--- config.mk ---
export PLATFORM = sky130hd
export DESIGN_NAME = ahb_burst_master
export DESIGN_NICKNAME = d
export VERILOG_FILES = /design/src/rtl/ahb_burst_master.sv
export SDC_FILE = /design/constraint.sdc
export NUM_CORES = 1
export LEC_CHECK = 0
export ABC_AREA = 1
export CAP_MARGIN = 10
export CORE_MARGIN = 5
export CORE_UTILIZATION = 46
export CTS_CLUSTER_DIAMETER = 50
export CTS_CLUSTER_SIZE = 28
export DETAILED_ROUTE_END_ITERATION = 8
export PLACE_DENSITY = 0.86
export SLEW_MARGIN = 20
export SYNTH_ARGS = -nofsm -noshare
export SYNTH_HDL_FRONTEND = slang
export SYNTH_SLANG_ARGS = --single-unit
export TNS_END_PERCENT = 50
--- constraint.sdc ---
create_clock -name HCLK -period 5.8 [get_ports HCLK]
set_input_delay 1.16 -clock HCLK [delete_from_list [all_inputs] [get_ports HCLK]]
set_output_delay 1.16 -clock HCLK [all_outputs]
set_load 0.05 [all_outputs]
--- src/rtl/ahb_burst_master.sv ---
// ahb_burst_master: turns one command (address, direction, size, beat count)
// into a complete AHB-Lite SINGLE / INCR4/8/16 / INCR transfer sequence with
// wait states, write-data back-pressure via BUSY, and ERROR handling.
// Build option: define AHB_MASTER_ERR_ABORT_EN to terminate a burst on ERROR;
// otherwise every beat completes and the error is reported sticky with done.
module ahb_burst_master #(
  parameter int unsigned ADDR_W = 32,
  parameter int unsigned DATA_W = 32,
  parameter int unsigned LEN_W  = 5
) (
  input  logic              HCLK,
  input  logic              HRESETn,
  input  logic              cmd_valid,
  output logic              cmd_ready,
  input  logic [ADDR_W-1:0] cmd_addr,
  input  logic              cmd_write,
  input  logic [2:0]        cmd_size,
  input  logic [LEN_W-1:0]  cmd_len,
  input  logic [DATA_W-1:0] wdata,
  input  logic              wdata_valid,
  output logic              wdata_ready,
  output logic [DATA_W-1:0] rdata,
  output logic              rdata_valid,
  output logic              rdata_last,
  output logic              done,
  output logic              err,
  output logic [ADDR_W-1:0] HADDR,
  output logic [DATA_W-1:0] HWDATA,
  output logic [2:0]        HSIZE,
  output logic [2:0]        HBURST,
  output logic [1:0]        HTRANS,
  output logic              HWRITE,
  input  logic              HREADY,
  input  logic [DATA_W-1:0] HRDATA,
  input  logic [1:0]        HRESP
);

  localparam logic [2:0] SIZE_MAX = 3'($clog2(DATA_W / 8));
  localparam logic [1:0] T_IDLE   = 2'b00;
  localparam logic [1:0] T_BUSY   = 2'b01;
  localparam logic [1:0] T_NONSEQ = 2'b10;
  localparam logic [1:0] T_SEQ    = 2'b11;

`ifdef AHB_MASTER_ERR_ABORT_EN
  localparam bit ABORT_EN = 1'b1;
`else
  localparam bit ABORT_EN = 1'b0;
`endif

  typedef enum logic [1:0] {S_IDLE, S_ADDR, S_LAST, S_ABORT} state_t;

  state_t            r_state;
  state_t            w_next;
  logic [ADDR_W-1:0] r_addr;
  logic [DATA_W-1:0] r_wdata;
  logic [2:0]        r_size;
  logic [2:0]        r_burst;
  logic              r_write;
  logic [LEN_W-1:0]  r_left;    // beats whose address phase is still to be issued
  logic              r_first;   // next address phase is the NONSEQ beat
  logic              r_dphase;  // a data phase is in progress
  logic              r_err;     // sticky ERROR seen during this command

  logic [1:0]        w_htrans;
  logic [2:0]        w_burst;
  logic [ADDR_W-1:0] w_step;
  logic              w_resp_err;
  logic              w_err1;
  logic              w_abort;
  logic              w_issue;
  logic              w_accept;
  logic              w_capture;

  assign w_resp_err = |HRESP;
  // First cycle of the two-cycle ERROR response: HREADY is still low.
  assign w_err1     = r_dphase && w_resp_err && !HREADY;
  assign w_abort    = ABORT_EN && w_err1;
  assign w_issue    = !r_write || wdata_valid;
  // Acceptance is derived from the HTRANS the output process drives, so the
  // next-state and datapath logic see exactly what the bus sees.
  assign w_accept   = (r_state == S_ADDR) && HREADY && w_htrans[1];
  assign w_capture  = cmd_valid && (r_state == S_IDLE);
  assign w_step     = {{(ADDR_W-1){1'b0}}, 1'b1} << r_size;

  assign wdata_ready = w_accept && r_write;
  assign rdata       = HRDATA;
  assign HTRANS      = w_htrans;
  assign HADDR       = r_addr;
  assign HWDATA      = r_wdata;
  assign HSIZE       = r_size;
  assign HBURST      = r_burst;
  assign HWRITE      = r_write;

  // Map the requested beat count onto the AHB burst type.
  always_comb begin
    w_burst = 3'b001;
    if (int'(cmd_len) == 1)       w_burst = 3'b000;
    else if (int'(cmd_len) == 4)  w_burst = 3'b011;
    else if (int'(cmd_len) == 8)  w_burst = 3'b101;
    else if (int'(cmd_len) == 16) w_burst = 3'b111;
  end

  // State register.
  always_ff @(posedge HCLK or negedge HRESETn) begin
    if (!HRESETn) r_state <= S_IDLE;
    else          r_state <= w_next;
  end

  // Next-state logic.
  always_comb begin
    w_next = r_state;
    unique case (r_state)
      S_IDLE:  if (cmd_valid) w_next = S_ADDR;
      S_ADDR: begin
        if (w_abort)                                  w_next = S_ABORT;
        else if (w_accept && r_left == LEN_W'(1))     w_next = S_LAST;
      end
      S_LAST: begin
        if (w_abort)     w_next = S_ABORT;
        else if (HREADY) w_next = S_IDLE;
      end
      S_ABORT: if (HREADY) w_next = S_IDLE;
      default: w_next = S_IDLE;
    endcase
  end

  // Bus transfer type and command/read-side status outputs.
  always_comb begin
    w_htrans    = T_IDLE;
    cmd_ready   = 1'b0;
    rdata_valid = 1'b0;
    rdata_last  = 1'b0;
    done        = 1'b0;
    unique case (r_state)
      S_IDLE: cmd_ready = 1'b1;
      S_ADDR: begin
        if (w_abort)      w_htrans = T_IDLE;
        else if (w_issue) w_htrans = r_first ? T_NONSEQ : T_SEQ;
        else              w_htrans = r_first ? T_IDLE : T_BUSY;
        rdata_valid = !r_write && r_dphase && HREADY && !(ABORT_EN && w_resp_err);
      end
      S_LAST: begin
        rdata_valid = !r_write && r_dphase && HREADY && !(ABORT_EN && w_resp_err);
        rdata_last  = rdata_valid;
        done        = HREADY;
      end
      S_ABORT: done = HREADY;
      default: w_htrans = T_IDLE;
    endcase
    err = done && (r_err || w_resp_err);
  end

  // Command capture, address advance, write-data register and error flag.
  always_ff @(posedge HCLK or negedge HRESETn) begin
    if (!HRESETn) begin
      r_addr   <= '0;
      r_wdata  <= '0;
      r_size   <= SIZE_MAX;
      r_burst  <= 3'b000;
      r_write  <= 1'b0;
      r_left   <= '0;
      r_first  <= 1'b0;
      r_dphase <= 1'b0;
      r_err    <= 1'b0;
    end else begin
      if (w_capture) begin
        r_addr  <= cmd_addr;
        r_size  <= cmd_size;
        r_burst <= w_burst;
        r_write <= cmd_write;
        r_left  <= cmd_len;
        r_first <= 1'b1;
        r_err   <= 1'b0;
      end else if (w_accept) begin
        r_addr  <= r_addr + w_step;
        r_left  <= r_left - LEN_W'(1);
        r_first <= 1'b0;
      end
      if (wdata_ready)              r_wdata  <= wdata;
      if (HREADY)                   r_dphase <= w_accept;
      if (r_dphase && w_resp_err)   r_err    <= 1'b1;
    end
  end

endmodule

# Yosys cells after proc, flatten, opt, wreduce, memory -nomap -nowiden
# Index checks and enable logic that the tools add are counted.
[totals]
ff_bits = 81
output_inout_bits = 111
word_cells = 67
[classes]
addsub = 2
n_eq_ne = 11
shift = 1
n_mux = 24
reduce_logical = 19
[ops]
columns = ["op", "n"]
rows = [
  ["two-way mux 32 bit", 2],
  ["adder 32 bit", 1],
  ["<< shifter 1 x 3 -> 32 bit (first input constant)", 1],
  ["two-way mux 3 bit", 4],
  ["equality test 5 bit (second input constant)", 2],
  ["two-way mux 1 bit", 10],
  ["two-way mux 2 bit", 5],
  ["two-way mux 5 bit", 2],
  ["logical AND 1 bit", 9],
  ["case mux 2 bit (3 select lines)", 1],
  ["OR reduction 2 bit", 3],
  ["equality test 5 x 1 -> 1 bit (second input constant)", 1],
  ["equality test 5 x 2 -> 1 bit (second input constant)", 1],
  ["equality test 5 x 4 -> 1 bit (second input constant)", 1],
  ["subtractor 5 x 1 -> 5 bit (second input constant)", 1],
  ["equality test 2 bit (second input constant)", 2],
  ["!= test 2 x 1 -> 1 bit (second input constant)", 2],
  ["nonzero test 2 bit", 2],
  ["AND reduction 3 bit", 1],
  ["equality test 2 x 1 -> 1 bit (second input constant)", 1],
  ["logical NOT 2 bit", 1],
  ["logical OR 1 bit", 2],
  ["!= test 2 bit (second input constant)", 1],
  ["logical NOT 1 bit", 1],
]

# Longest topological paths before layout
# Gate-level depths: netlist of the first run.
[depth]
ltp_word = 8
ltp_mapped = 14

# Least setup slack after synthesis of the first run
# OpenSTA, ideal clock, no wires.
[synth_path]
kind = "input port to output port"
start = "in HREADY"
end = "out err"
arrival_time_ns = 2.295
required_ns = 4.640
path_slack_ns = 2.345
cell_stages = 2
n_path_buf = 0
cell_sequence = "inv_1 > nor3_1"
[synth_via]
elab_chain_cells = 2
[synth_lines]
columns = ["element", "line", "rtl"]
rows = [
  ["from (decl)", "33", "input logic HREADY,"],
  ["two-way mux 1 bit", "134", "unique case (r_state)"],
  ["logical AND 1 bit", "150", "err = done && (r_err || w_resp_err);"],
  ["to (decl)", "26", "output logic err,"],
]
# No other way between the ends.

# Final worst setup path of the first run
[layout_path]
start = "in wdata_valid"
end = "out wdata_ready"
[layout_via]
elab_chain_cells = 5
[layout_lines]
columns = ["element", "line", "rtl"]
rows = [
  ["from (decl)", "20", "input logic wdata_valid,"],
  ["logical OR 1 bit", "78", "assign w_issue = !r_write || wdata_valid;"],
  ["two-way mux 2 bit", "138", "else if (w_issue) w_htrans = r_first ? T_NONSEQ : T_SEQ;"],
  ["two-way mux 2 bit", "134", ""],
  ["logical AND 1 bit", "81", "assign w_accept = (r_state == S_ADDR) && HREADY && w_htrans[1];"],
  ["logical AND 1 bit", "85", "assign wdata_ready = w_accept && r_write;"],
  ["to (decl)", "21", "output logic wdata_ready,"],
]
# No other way between the ends.

==> reports/metrics.yaml, run 1 <==
status:
  status: "complete, no violations"
floorplan:
  die_x_um: 115.8
  die_y_um: 115.8
  rows: 38
  start_util: 0.4725
  die_area_sq_um: 13400
  core_area_sq_um: 10890
  io_pins: 223
synth:
  synth_top_family_by_area: "simple AND/OR/NAND/NOR gates"
  ys_warn_count: 0
  ys_ff_latch: 81
  syn_nets: 844
  synth_xor_area_frac: 0.01362
  syn-instance-count: 716
  seq_area_frac_synth: 0.3942
  synth-simple-area-share: 0.3884
  postSynth.asyncResetShare: 1.000
  synthAdderAreaFrac: 0.04037
  synth_compound_area_frac: 0.04694
  syn_area_per_cell_sq_um: 7.186
  synth_edf_count: 0
  syn_area_sq_um: 5145
  synth_cell_type_count: 43
  synth-main-ff-cell: "dfrtp_1"
  synthMuxAreaShare: 0
clock_tree:
  htreeDepth: 3
  clockRootBuffer: "clkbuf_8"
  clk_latency_ns: 0.36
  cts_tree: "yes"
  cts_buffers: 9
  cts_sinks: 81
  clk_pin_slew_ns: 0.09
  post-cts-setup-buffer-count: 0
  cts_resized: 0
  clock_path_buffers: 2
  hold_buffers: 0
drt:
  drc: 0
  firstDrtPassIters: 5
  drtAntennaViolNets: 0
  num_vias: 4969
  drt_iter0_drc: 369
  viasPerCell: 5.060
  routed_wl_um: 13830
  wl_per_cell_um: 14.08
setup_path:
  path_buf_inv: 4
  required_ns: 4.64
  startpoint_type: "input port"
  critical_path_arrival_ns: 3.22
  cp_max_fo: 33
  path_depth: 8
  startpoint: "wdata_valid"
  critPathSlowestCell: "clkdlybuf4s50_1"
  cp_top_family: "buffers and inverters"
  cp_slowest_stage_delay_ns: 0.80
  end_kind: "primary output"
  worst_r2r_path_depth: 9
  crit_type: "in -> out"
  reg2reg_from: "r_state[0]"
  cpMostUsedCell: "clkdlybuf4s50_1"
  crit_path_cell_trace: "clkdlybuf4s50_1 -> nor2_2 -> nor2_4 -> nand2_8 -> inv_4 -> nand2_4 -> inv_2 -> clkdlybuf4s50_1"
min_path:
  hold_start: "HWDATA[14]"
  hold-path-cell-count: 2
  hold_path_class: "reg -> reg"
timing:
  tns_ns: 0
  rsz0062_at_grt: "false"
  slew-limit-headroom: 0.4980
  period_minus_slack_ns: 4.380
  finalSetupViolations: 0
  slew_viol_final: 0
  finalHoldViolCount: 0
  period_share: 0.7552
  timing.clock.skew_ns: 0.01238
  clock.fmax_mhz: 228.3
  worstMarginPinSlew_ns: 0.7530
placed_design:
  place_area_sq_um: 6558
  place_congestion: 0.9578
  io_buffers: 158
  dp_hpwl_um: 10430
flow_run:
  drv_cap: 0
cells_and_area:
  area_growth_pct: 31.27
  final_cell_mix: "nand2_1 (277), clkdlybuf4s50_1 (157), dfrtp_1 (80)"
  final_common_cell: "nand2_1"
  num_antenna_cells: 0
  finalInstanceArea_sq_um: 6754
  utilization: 0.6203
  drive_gt1_frac: 0.05701
  nNetsFinal: 965
global_route:
  antenna_found_initial: 0
  track_usage: 0.2108
  overflow: 0
  grt_start_max_net_pins: 82
  grt_pass1_vias: 4791
  grt_pass1_wl_um: 22950
power:
  p_leak_nw: 3.286
  irDropWorstVdd_mv: 0.3835
  power-per-cell-area_nw_per_um2: 571.9
area by class of cell:
| class | count | area, sq um |
|---|---|---|
| tap | 140 | 175.2 |
| timing repair buffer | 160 | 1598 |
| inverter | 64 | 242.7 |
| clock buffer | 9 | 123.9 |
| fill | 967 | 4134 |
| multi-input combinational | 521 | 2517 |
| clock inverter | 7 | 68.82 |
| sequential | 81 | 2028 |
worst reg2reg max path, delay by kind of cell, from the launching register on:
kind | cells | cell delay [ns]
simple gates | 5 | 0.68
fa+ha+maj | 1 | 0.24
buf+inv | 3 | 1.07
flops | 1 | 0.43
per-stage QoR:
step           setup WS (ns)  hold slack, ns  instances  total power [mW]
2_1_floorplan          2.345          0.4426        716             2.759
3_3_place_gp           1.435          0.4602        966             3.423
3_5_place_dp           1.405          0.4635        966             3.468
4_1_cts                1.396          0.4871        982             3.896
5_1_grt                1.301          0.5084        982             4.147
6_report               1.420          0.4833        982             3.863
routing by layer:
layer | wire, um | GRT usage | part of all wire | vias to the layer above
li1 | - | - | - | 2481
met1 | 6018 | 0.2871 | 0.44 | 2284
met2 | 6437 | 0.3422 | 0.47 | 185
met3 | 1139 | 0.04230 | 0.082 | 19
met4 | 232 | 0.06265 | 0.017 | 0
met5 | 0 | 0 | 0 | -
synthesized netlist by cell type (2+ instances only):
library cell  number  area share
nand2_1          277        0.20
dfrtp_1           80        0.39
nor2_1            69       0.050
nand3_1           63       0.061
inv_1             56       0.041
buf_4             37       0.054
ha_1              15       0.036
o21ai_0           13       0.013
nor3_1            12       0.012
nand3b_1           9       0.013
inv_2              7      0.0051
a21oi_1            6      0.0058
buf_2              6      0.0058
nand4_1            6      0.0073
nand2_2            5      0.0061
nor3_2             5      0.0097
xor2_1             5      0.0085
o211ai_1           4      0.0058
o21ai_1            4      0.0039
o221ai_1           4      0.0068
buf_6              3      0.0066
clkbuf_1           3      0.0022
xnor2_1            3      0.0051
a22oi_1            2      0.0029
a31oi_1            2      0.0024
nor3_4             2      0.0063
o41ai_1            2      0.0034
final timing paths:
path	endpoint	slack, ns
max in group asynchronous	HADDR[16]	4.44
worst min-delay path	HWDATA[14]	0.48
worst min register to register	HWDATA[14]	0.48
min in group asynchronous	HWDATA[16]	0.82
worst max register to register	HADDR[29]	3.28
worst max-delay path	wdata_ready	1.42
flip-flops by register name (all words and copies together) (netlist names):
name	flops
HWRITE	1
r_err	1
r_left	5
HSIZE	3
HADDR	32
HWDATA	32
r_state	2
r_first	1
r_dphase	1
HBURST	3
cell families (layout without fill, tap and decap cells):
logic type                 Yosys count  count (layout)
AOI/OAI and AO/OA                   39              39
xor gates and xnor gates             8               8
adders and majority gates           16              16
buffers and inverters              114             240
DFF                                 81              81
and+or+nand+nor                    458             458
where the power goes:
part           internal [mW]  switching (mW)  leakage (nW)
registers              0.820           0.250          1.01
clock network          0.171           0.247         0.101
logic                  0.781            1.59          2.17
Note: power is estimated with default switching activity, not from simulation.
==> run 2: changes to the inputs <==
CORE_UTILIZATION = 39   (was 46)
PLACE_DENSITY = 0.78   (was 0.86)
clock period = 3.65 ns   (was 5.8 ns; I/O delays follow)
==> run 2 against run 1 <==
Register-to-register slack got worse by 2.0 ns. Non-clock buffer count unchanged. Critical path type unchanged. Utilization decreased by 9.3 points. Count of clock-buffer cells in the layout grew 1. Via count fell by 1.4%. Global-route usage shrank 2.6 points. Clock skew fell by 0.0074 ns. Sequential power up 61%.
==> reports/metrics.yaml, run 2 (same netlist as run 1, synthesis figures left out) <==
cells_and_area:
  nNetsFinal: 965
  area_growth_pct: 34.00
  drive_gt1_frac: 0.05701
  utilization: 0.5269
  final_cell_mix: "nand2_1 (277), clkdlybuf4s50_1 (156), dfrtp_1 (80)"
  num_antenna_cells: 0
  final_common_cell: "nand2_1"
  finalNonFillerCells: 1018
  fillers: 1233
power:
  p_comb_frac: 0.594
  irDropWorstVdd_mv: 0.5125
  seq_power_share: 0.270
  p_switching_mw: 3.327
  p_int_mw: 3.022
  p_leak_nw: 3.328
  clkPwrFrac: 0.136
  switching_share: 0.5240
  power-per-cell-area_nw_per_um2: 920.9
clock_tree:
  cts_resized: 0
  cts_buffers: 9
  clk_latency_ns: 0.34
  cts_tree: "yes"
  clock_path_buffers: 2
  clk_pin_slew_ns: 0.06
  post-cts-setup-buffer-count: 0
  htreeDepth: 3
  hold_buffers: 0
  clockRootBuffer: "clkbuf_16"
  cts_sinks: 81
floorplan:
  die_area_sq_um: 15590
  die_x_um: 124.9
  rows: 42
  io_pins: 223
  start_util: 0.3932
  die_y_um: 124.9
  core_area_sq_um: 13090
timing:
  setup_ws_ns: 0.4277
  timing.clock.skew_ns: 0.004975
  tns_ns: 0
  worstMarginPinSlew_ns: 0.7749
  clock.fmax_mhz: 310.3
  rsz0062_at_grt: "false"
  hold_ws_ns: 0.4188
  slew-limit-headroom: 0.4834
  finalHoldViolCount: 0
  slew_viol_final: 0
  finalSetupViolations: 0
  period_minus_slack_ns: 3.222
  period_share: 0.8828
flow_run:
  drv_cap: 0
setup_path:
  cpMostUsedCell: "clkdlybuf4s50_1"
  end_kind: "primary output"
  rrSetupSlack_ns: 1.24
  cp_slowest_stage_delay_ns: 0.83
  startpoint_type: "input port"
  reg2reg_from: "HSIZE[1]"
  worst_r2r_path_depth: 12
  crit_path_cell_trace: "clkdlybuf4s50_1 -> inv_1 -> nor3_1 -> clkdlybuf4s50_1"
  cp_max_fo: 4
  critPathSlowestCell: "clkdlybuf4s50_1"
  required_ns: 2.92
  critical_path_arrival_ns: 2.49
  crit_type: "in -> out"
  reg2reg_to: "HADDR[14]"
placed_design:
  place_congestion: 0.8726
  dp_worst_setup_slack_ns: 0.4165
  dp_hpwl_um: 10750
  placed_cells: 1002
  io_buffers: 158
global_route:
  antenna_found_initial: 0
  grt_start_max_net_pins: 82
  grt_pass1_wl_um: 23600
  grt_pass1_vias: 4751
  overflow: 0
  track_usage: 0.1843
drt:
  route.met3.wl_um: 1141
  drc: 0
  wl_met1_um: 6545
  routed_wl_um: 14360
  dr_wl_met2_um: 6442
  num_vias: 4899
  drt_iter0_drc: 282
  drtAntennaViolNets: 0
  wl_per_cell_um: 14.10
  firstDrtPassIters: 4
  viasPerCell: 4.812
  top_layer_used: "met4"
min_path:
  hold_path_class: "in -> async"
status:
  status: "complete, no violations"
==> run 2: cell types whose count changed in the layout (fill, tap and decap cells not counted), sizes merged <==
| cell | previous run | this run |
|---|---|---|
| inv | 71 | 69 |
| buf | 3 | 4 |
| clkbuf | 9 | 10 |
| clkdlybuf4s50 | 157 | 156 |
| clkinv | 0 | 1 |
==> run 2: power by group through the flow <==
stage,clock [mW],combinational [mW],sequential [mW]
floorplan,0,1.53,2.85
global placement,0,3.74,1.72
detailed placement,0,3.80,1.72
CTS,0.888,3.81,1.72
global route,0.927,4.06,1.78
finish,0.861,3.77,1.72
==> run 2: layout make-up <==
class,count,area (sq um),share of cell area
Clock inverter,6,48.80,0.007078
Clock buffer,10,229.0,0.03321
Multi-Input combinational cell,521,2517,0.3652
Inverter,64,242.7,0.03521
Sequential cell,81,2028,0.2942
Tap cell,176,220.2,0.03194
Timing Repair Buffer,160,1608,0.2332
==> run 2: worst max-delay path by stage <==
stage          slack (ns)    from  depth (start not counted)  endpoint
4_1_cts              0.41  HREADY                          4       err
2_1_floorplan        1.05  HREADY                          2       err
3_5_place_dp         0.42  HREADY                          4       err
5_1_grt              0.39  HREADY                          4       err
6_report             0.43  HREADY                          4       err
3_3_place_gp         0.44  HREADY                          4       err
==> run 2: worst max-delay path: cells and delay by family <==
family / cells / cell delay (ns)
buf+inv: 3 / 1.58
simple gates: 1 / 0.19
==> run 2: stage by stage <==
step	instance area (sq um)	power, mW
2_1_floorplan	5145	4.384
3_3_place_gp	6613	5.462
3_5_place_dp	6613	5.523
4_1_cts	6890	6.415
5_1_grt	6894	6.774
6_report	6894	6.349
==> run 2: layer usage <==
layer  vias up  track usage
met4         0      0.05421
met1      2241       0.2474
met2       161       0.2904
li1       2475            -
met5         -            0
met3        22      0.05274
